File: config.mk
export PLATFORM = sky130hd
export DESIGN_NAME = ring_monitor_flat
export DESIGN_NICKNAME = d
export VERILOG_FILES = /design/src/rtl/ring_monitor_if.sv /design/src/rtl/ring_monitor.sv /design/src/flat_wrapper.sv
export SDC_FILE = /design/constraint.sdc
export NUM_CORES = 1
export LEC_CHECK = 0
export BUFFER_PORTS_ARGS = -buffer_cell sky130_fd_sc_hd__clkbuf_2
export CAP_MARGIN = 25
export CORE_ASPECT_RATIO = 1.75
export CORE_UTILIZATION = 57
export DETAILED_ROUTE_END_ITERATION = 6
export HOLD_SLACK_MARGIN = 0.1
export PLACE_DENSITY_LB_ADDON = 0.05
export SETUP_SLACK_MARGIN = 0.1
export SLEW_MARGIN = 30
export SYNTH_ARGS = -nofsm -noshare
export SYNTH_HDL_FRONTEND = slang
export SYNTH_SLANG_ARGS = --single-unit
File: constraint.sdc
create_clock -name clk -period 3.5 [get_ports clk]
set_input_delay 0.175 -clock clk [delete_from_list [all_inputs] [get_ports clk]]
set_output_delay 0.175 -clock clk [all_outputs]
set_load 0.05 [all_outputs]
File: src/rtl/ring_monitor_if.sv
// Handshake bundle between the upstream ring counter/status sink and ring_monitor.
// master drives sample enable and ring vector; slave (the monitor) returns status.
interface ring_monitor_if #(
  parameter int CNT_W = 8
);
  logic             en;
  logic [15:0]      r_in;
  logic [3:0]       idx;
  logic             valid;
  logic             locked;
  logic             err;
  logic [CNT_W-1:0] err_cnt;

  modport master (
    output en, r_in,
    input  idx, valid, locked, err, err_cnt
  );

  modport slave (
    input  en, r_in,
    output idx, valid, locked, err, err_cnt
  );
endinterface

File: src/rtl/ring_monitor.sv
// One-hot ring counter checker: decodes the ring vector, tracks the expected
// index, acquires/drops lock and counts misses while locked.
//
// state   | meaning
// --------+-----------------------------------------------------------
// SEARCH  | waiting for any valid one-hot sample to seed the tracker
// TRACK   | counting consecutive in-sequence samples toward LOCK_N
// LOCKED  | flywheel on exp; misses pulse err, LOSS_N in a row drop lock
module ring_monitor #(
  parameter int LOCK_N = 4,
  parameter int LOSS_N = 2,
  parameter int CNT_W  = 8
) (
  input  logic           clk,
  input  logic           RST,
  ring_monitor_if.slave  bus
);

  typedef enum logic [1:0] {
    SEARCH = 2'd0,
    TRACK  = 2'd1,
    LOCKED = 2'd2
  } state_t;

  localparam logic [3:0] LOCK_TC = 4'(LOCK_N);
  localparam logic [3:0] LOSS_TC = 4'(LOSS_N);

  state_t           r_state;
  logic [3:0]       r_exp;
  logic [3:0]       r_match_cnt;
  logic [3:0]       r_miss_cnt;
  logic [3:0]       r_idx;
  logic             r_valid;
  logic             r_locked;
  logic             r_err;
  logic [CNT_W-1:0] r_err_cnt;

  logic       w_onehot;
  logic [3:0] w_index;
  logic       w_hit;

  // x & (x-1) clears the lowest set bit, so zero result plus nonzero input means one bit
  always_comb begin
    w_onehot = (bus.r_in != 16'd0) && ((bus.r_in & (bus.r_in - 16'd1)) == 16'd0);
    w_index  = 4'd0;
    for (int i = 0; i < 16; i++) begin
      if (bus.r_in[i]) w_index = 4'(i);
    end
    w_hit = w_onehot && (w_index == r_exp);
  end

  always_ff @(posedge clk) begin
    if (RST) begin
      r_state     <= SEARCH;
      r_exp       <= 4'd0;
      r_match_cnt <= 4'd0;
      r_miss_cnt  <= 4'd0;
      r_idx       <= 4'd0;
      r_valid     <= 1'b0;
      r_locked    <= 1'b0;
      r_err       <= 1'b0;
      r_err_cnt   <= '0;
    end else if (bus.en) begin
      r_valid <= w_onehot;
      r_err   <= 1'b0;
      if (w_onehot) r_idx <= w_index;

      unique case (r_state)
        SEARCH: begin
          if (w_onehot) begin
            r_state     <= TRACK;
            r_match_cnt <= 4'd1;
            r_exp       <= w_index + 4'd1;
          end
        end

        TRACK: begin
          if (w_hit) begin
            r_match_cnt <= r_match_cnt + 4'd1;
            r_exp       <= r_exp + 4'd1;
            if (r_match_cnt + 4'd1 == LOCK_TC) begin
              r_state    <= LOCKED;
              r_locked   <= 1'b1;
              r_miss_cnt <= 4'd0;
            end
          end else if (w_onehot) begin
            r_match_cnt <= 4'd1;
            r_exp       <= w_index + 4'd1;
          end else begin
            r_state     <= SEARCH;
            r_match_cnt <= 4'd0;
          end
        end

        LOCKED: begin
          // exp free-runs so a single glitch does not shift the expected phase
          r_exp <= r_exp + 4'd1;
          if (w_hit) begin
            r_miss_cnt <= 4'd0;
          end else begin
            r_err <= 1'b1;
            if (r_err_cnt != '1) r_err_cnt <= r_err_cnt + CNT_W'(1);
            if (r_miss_cnt + 4'd1 == LOSS_TC) begin
              r_state     <= SEARCH;
              r_locked    <= 1'b0;
              r_miss_cnt  <= 4'd0;
              r_match_cnt <= 4'd0;
            end else begin
              r_miss_cnt <= r_miss_cnt + 4'd1;
            end
          end
        end

        default: begin
          r_state  <= SEARCH;
          r_locked <= 1'b0;
        end
      endcase
    end else begin
      r_err <= 1'b0;
    end
  end

  assign bus.idx     = r_idx;
  assign bus.valid   = r_valid;
  assign bus.locked  = r_locked;
  assign bus.err     = r_err;
  assign bus.err_cnt = r_err_cnt;

endmodule

File: src/flat_wrapper.sv
// flat-port wrapper written by rule: the top's interface ports become plain ports
module ring_monitor_flat 
#(
  parameter int LOCK_N = 4,
  parameter int LOSS_N = 2,
  parameter int CNT_W  = 8
)
  (clk, RST, bus_en, bus_r_in, bus_idx, bus_valid, bus_locked, bus_err, bus_err_cnt);
  ring_monitor_if #(.CNT_W(CNT_W)) bus_i ();
  input  logic clk;
  input  logic RST;
  input wire logic [$bits(bus_i.en)-1:0] bus_en;
  input wire logic [$bits(bus_i.r_in)-1:0] bus_r_in;
  output wire logic [$bits(bus_i.idx)-1:0] bus_idx;
  output wire logic [$bits(bus_i.valid)-1:0] bus_valid;
  output wire logic [$bits(bus_i.locked)-1:0] bus_locked;
  output wire logic [$bits(bus_i.err)-1:0] bus_err;
  output wire logic [$bits(bus_i.err_cnt)-1:0] bus_err_cnt;
  assign bus_i.en = bus_en;
  assign bus_i.r_in = bus_r_in;
  assign bus_idx = bus_i.idx;
  assign bus_valid = bus_i.valid;
  assign bus_locked = bus_i.locked;
  assign bus_err = bus_i.err;
  assign bus_err_cnt = bus_i.err_cnt;
  ring_monitor #(.LOCK_N(LOCK_N), .LOSS_N(LOSS_N), .CNT_W(CNT_W)) u_core (.clk(clk), .RST(RST), .bus(bus_i));
endmodule
==> run_results.csv <==
group,metric,value,unit
logic_synthesis,avgSynthCellArea,7.95,µm²
setup_path,cp_max_fo,10,
setup_path,worst_ep_required_time,3.71,ns
logic_synthesis,yosysSeqAreaShare,27.6,%
global_routing,grt_pass1_vias,1922,
sta,setup_viol,0,
logic_synthesis,synth-edff-count,0,
route,wl,5490,µm
place,io_buffers,33,
logic_synthesis,synth_nets,295,
route,dr.pass1.iters,4,
finish,finish.utilization,70.2,%
pwr,power_density,310,nW/µm²
place,gp_congestion,0.900,
finish,fill_cells,323,
sta,worst_slew_pin_slew,0.624,ns
finish,diodes,0,
die,ios,34,
place,place_ws,0.343,ns
clock_network,post_cts_buffers,0,
finish,nNetsFinal,329,
logic_synthesis,synth_cells,265,
logic_synthesis,synth_area,2110,µm²
global_routing,grt_max_degree,29,
pwr,ir_worst_vdd,0.358,mV
clock_network,root_buffer,"clkbuf_8",
die,die-area,3950,µm²
clock_network,hold_buffers,0,
sta,tns,0,ns
global_routing,track_usage,31.3,%
clock_network,clk_latency,0.28,ns
clock_network,clock-sinks,29,
pwr,switching_power,0.000170,W
route,drt_iter0_drc,83,
global_routing,antenna_found_initial,0,
pwr,cellLeakagePower,0.897,nW
pwr,switching_share,22.5,%
sta,min_period,2.87,ns
place,dp_hpwl,4060,µm
pwr,intPower,0.000584,W
sta,rsz0062_at_grt,"false",
hold_path,hold_class,"in -> reg",
route,post_drt_wl_per_cell,15.9,µm
die,start_util,60.8,%
clock_network,cts_tree,"yes",
pwr,clockPowerShare,47.2,%
die,die_h,82.4,µm
sta,fin_crit_sh,82.0,%
setup_path,cp.arrival,3.08,ns
sta,fmax,349,MHz
hold_path,holdPathStages,3,
place,place_area,2320,µm²
run_status,outcome,"completed",
logic_synthesis,synth-main-ff-cell,"dfxtp_1",
clock_network,cts_htree_levels,2,
pwr,p_comb_share,9.1,%
sta,worst_hold_slack,0.327,ns
logic_synthesis,synth.ff_latch_count,29,
die,core_area,3470,µm²
clock_network,cts_made_buffers,5,
finish,layout-drive-gt1-share,18.3,%
finish,fin_area,2430,µm²
die,rows,28,
sta,slew_headroom,58.2,%
route,postRouteAntennaNets,0,
route,viasPerCell,6.25,
sta,worst_slack,0.631,ns
setup_path,ff2ff_path_depth,6,
setup_path,r2r_slack,1.19,ns
global_routing,grt_pass1_wl,8740,µm
finish,area_growth_syn_to_layout,15.5,%
clock_network,cts.clk_slew.worst_paths,0.06,ns
die,die_w,48.0,µm
logic_synthesis,async_flop_share,0,%
logic_synthesis,synth.distinct_cells,57,
sta,hold_viol_final,0,
sta,slew_viol_final,0,
logic_synthesis,ys_warn_count,0,
setup_path,cp-end-kind,"flop",
route,vias,2155,
route,drc,0,
sta,clock_skew,0.00804,ns
clock_network,cts.path.max_buffers,2,
global_routing,grt_overflow,0,
setup_path,crit_type,"in -> reg",
flow_run,maxCapViolCount,0,
setup_path,cp-start-kind,"input port",
pwr,pwr-share-seq,43.8,%
clock_network,cts_resized,0,
-- layout by cell type, fill, tap and decap left out, types with 6 or more instances in the layout --
master,count
nand2b_1,6
a211oi_1,7
nor2_1,28
inv_1,13
dfxtp_1,29
xnor2_1,8
clkbuf_2,33
nand3_1,11
nor3_1,12
clkbuf_8,6
or4_1,8
nand2_1,15
a21oi_1,18
or3_1,10
ha_1,11
-- power groups by stage --
| stage | logic, W | registers [W] | clock network [W] |
|---|---|---|---|
| final | 0.0000685 | 0.000330 | 0.000356 |
| after global routing | 0.0000777 | 0.000330 | 0.000375 |
| after floorplan | 0.0000370 | 0.000337 | 0 |
| after global placement | 0.0000668 | 0.000337 | 0 |
| after detailed placement | 0.0000669 | 0.000337 | 0 |
| after CTS | 0.0000674 | 0.000330 | 0.000360 |
-- per-stage QoR --
step,power (W),std cells
global route,0.000782,345
finish,0.000754,345
CTS,0.000758,345
floorplan,0.000374,265
detailed placement,0.000404,337
global placement,0.000404,337
-- per-layer routing --
layer	up-vias	track usage, %	part of all wire [%]
met5	-	0	0
met4	0	20.0	4.9
met3	22	6.96	4.3
met2	75	54.2	53
met1	987	31.6	37
li1	1071	-	-
-- flip-flops by register name, indices dropped and copies added (netlist names) --
| register | flops |
|---|---|
| u_core.bus.valid | 1 |
| u_core.r_match_cnt | 4 |
| u_core.bus.idx | 4 |
| u_core.r_miss_cnt | 4 |
| u_core.bus.err_cnt | 8 |
| u_core.r_state | 2 |
| u_core.r_exp | 4 |
| u_core.bus.err | 1 |
| u_core.bus.locked | 1 |
-- final timing paths --
| path | startpoint | to |
|---|---|---|
| worst min register to register | u_core.r_miss_cnt[3]$_SDFFE_PP0P_ | u_core.r_miss_cnt[3]$_SDFFE_PP0P_ |
| worst max-delay path | bus_r_in[9] | u_core.r_match_cnt[3]$_SDFFE_PP0P_ |
| worst min-delay path | bus_en | u_core.bus.err$_SDFF_PP0_ |
| worst max register to register | u_core.r_exp[0]$_SDFFE_PP0P_ | u_core.r_exp[3]$_SDFFE_PP0P_ |
-- cells by family (layout without fill, tap and decap cells) --
group	Yosys count	count (layout)	share of synthesized area [%]
xor+xnor	13	13	5.40
simple gates	115	115	30.1
compound gates	66	66	22.3
mux	7	7	3.44
fa+ha+maj	11	11	6.53
buf+inv	24	59	4.63
flops	29	29	27.6
-- synthesized netlist by cell type, types with 4 or more instances --
| master | n | share of area [%] |
|---|---|---|
| nand2_1 | 15 | 2.7 |
| nand2b_1 | 6 | 1.8 |
| inv_1 | 13 | 2.3 |
| xnor2_1 | 8 | 3.3 |
| a211oi_1 | 7 | 2.5 |
| or3_1 | 10 | 3.0 |
| nor3_1 | 12 | 2.9 |
| ha_1 | 11 | 6.5 |
| clkbuf_1 | 7 | 1.2 |
| a21oi_1 | 18 | 4.3 |
| or4_1 | 8 | 2.9 |
| nand3_1 | 11 | 2.6 |
| o21ai_0 | 4 | 0.95 |
| mux2i_1 | 5 | 2.4 |
| nor2_1 | 28 | 5.0 |
| xor2_1 | 5 | 2.1 |
| a31oi_1 | 4 | 1.2 |
| nor4_1 | 5 | 1.5 |
| dfxtp_1 | 29 | 28 |
-- cell type report --
class	count	area [µm²]	area share, %
multi-input combinational	212	1430	58.7
timing repair buffer	38	203	8.33
clock buffer	7	86.3	3.55
sequential	29	581	23.9
inverter	13	48.8	2.01
tap	45	56.3	2.31
clock inverter	1	30.0	1.23
-- worst max-delay path: stages --
cell	delay, ns
clkbuf_2	0.14
or4_4	0.58
or4_1	0.52
a211o_1	0.34
nor3_2	0.19
buf_4	0.20
o41a_2	0.19
o211ai_4	0.11
or4_1	0.50
a21oi_1	0.13
(Power assumes the default switching activity.)
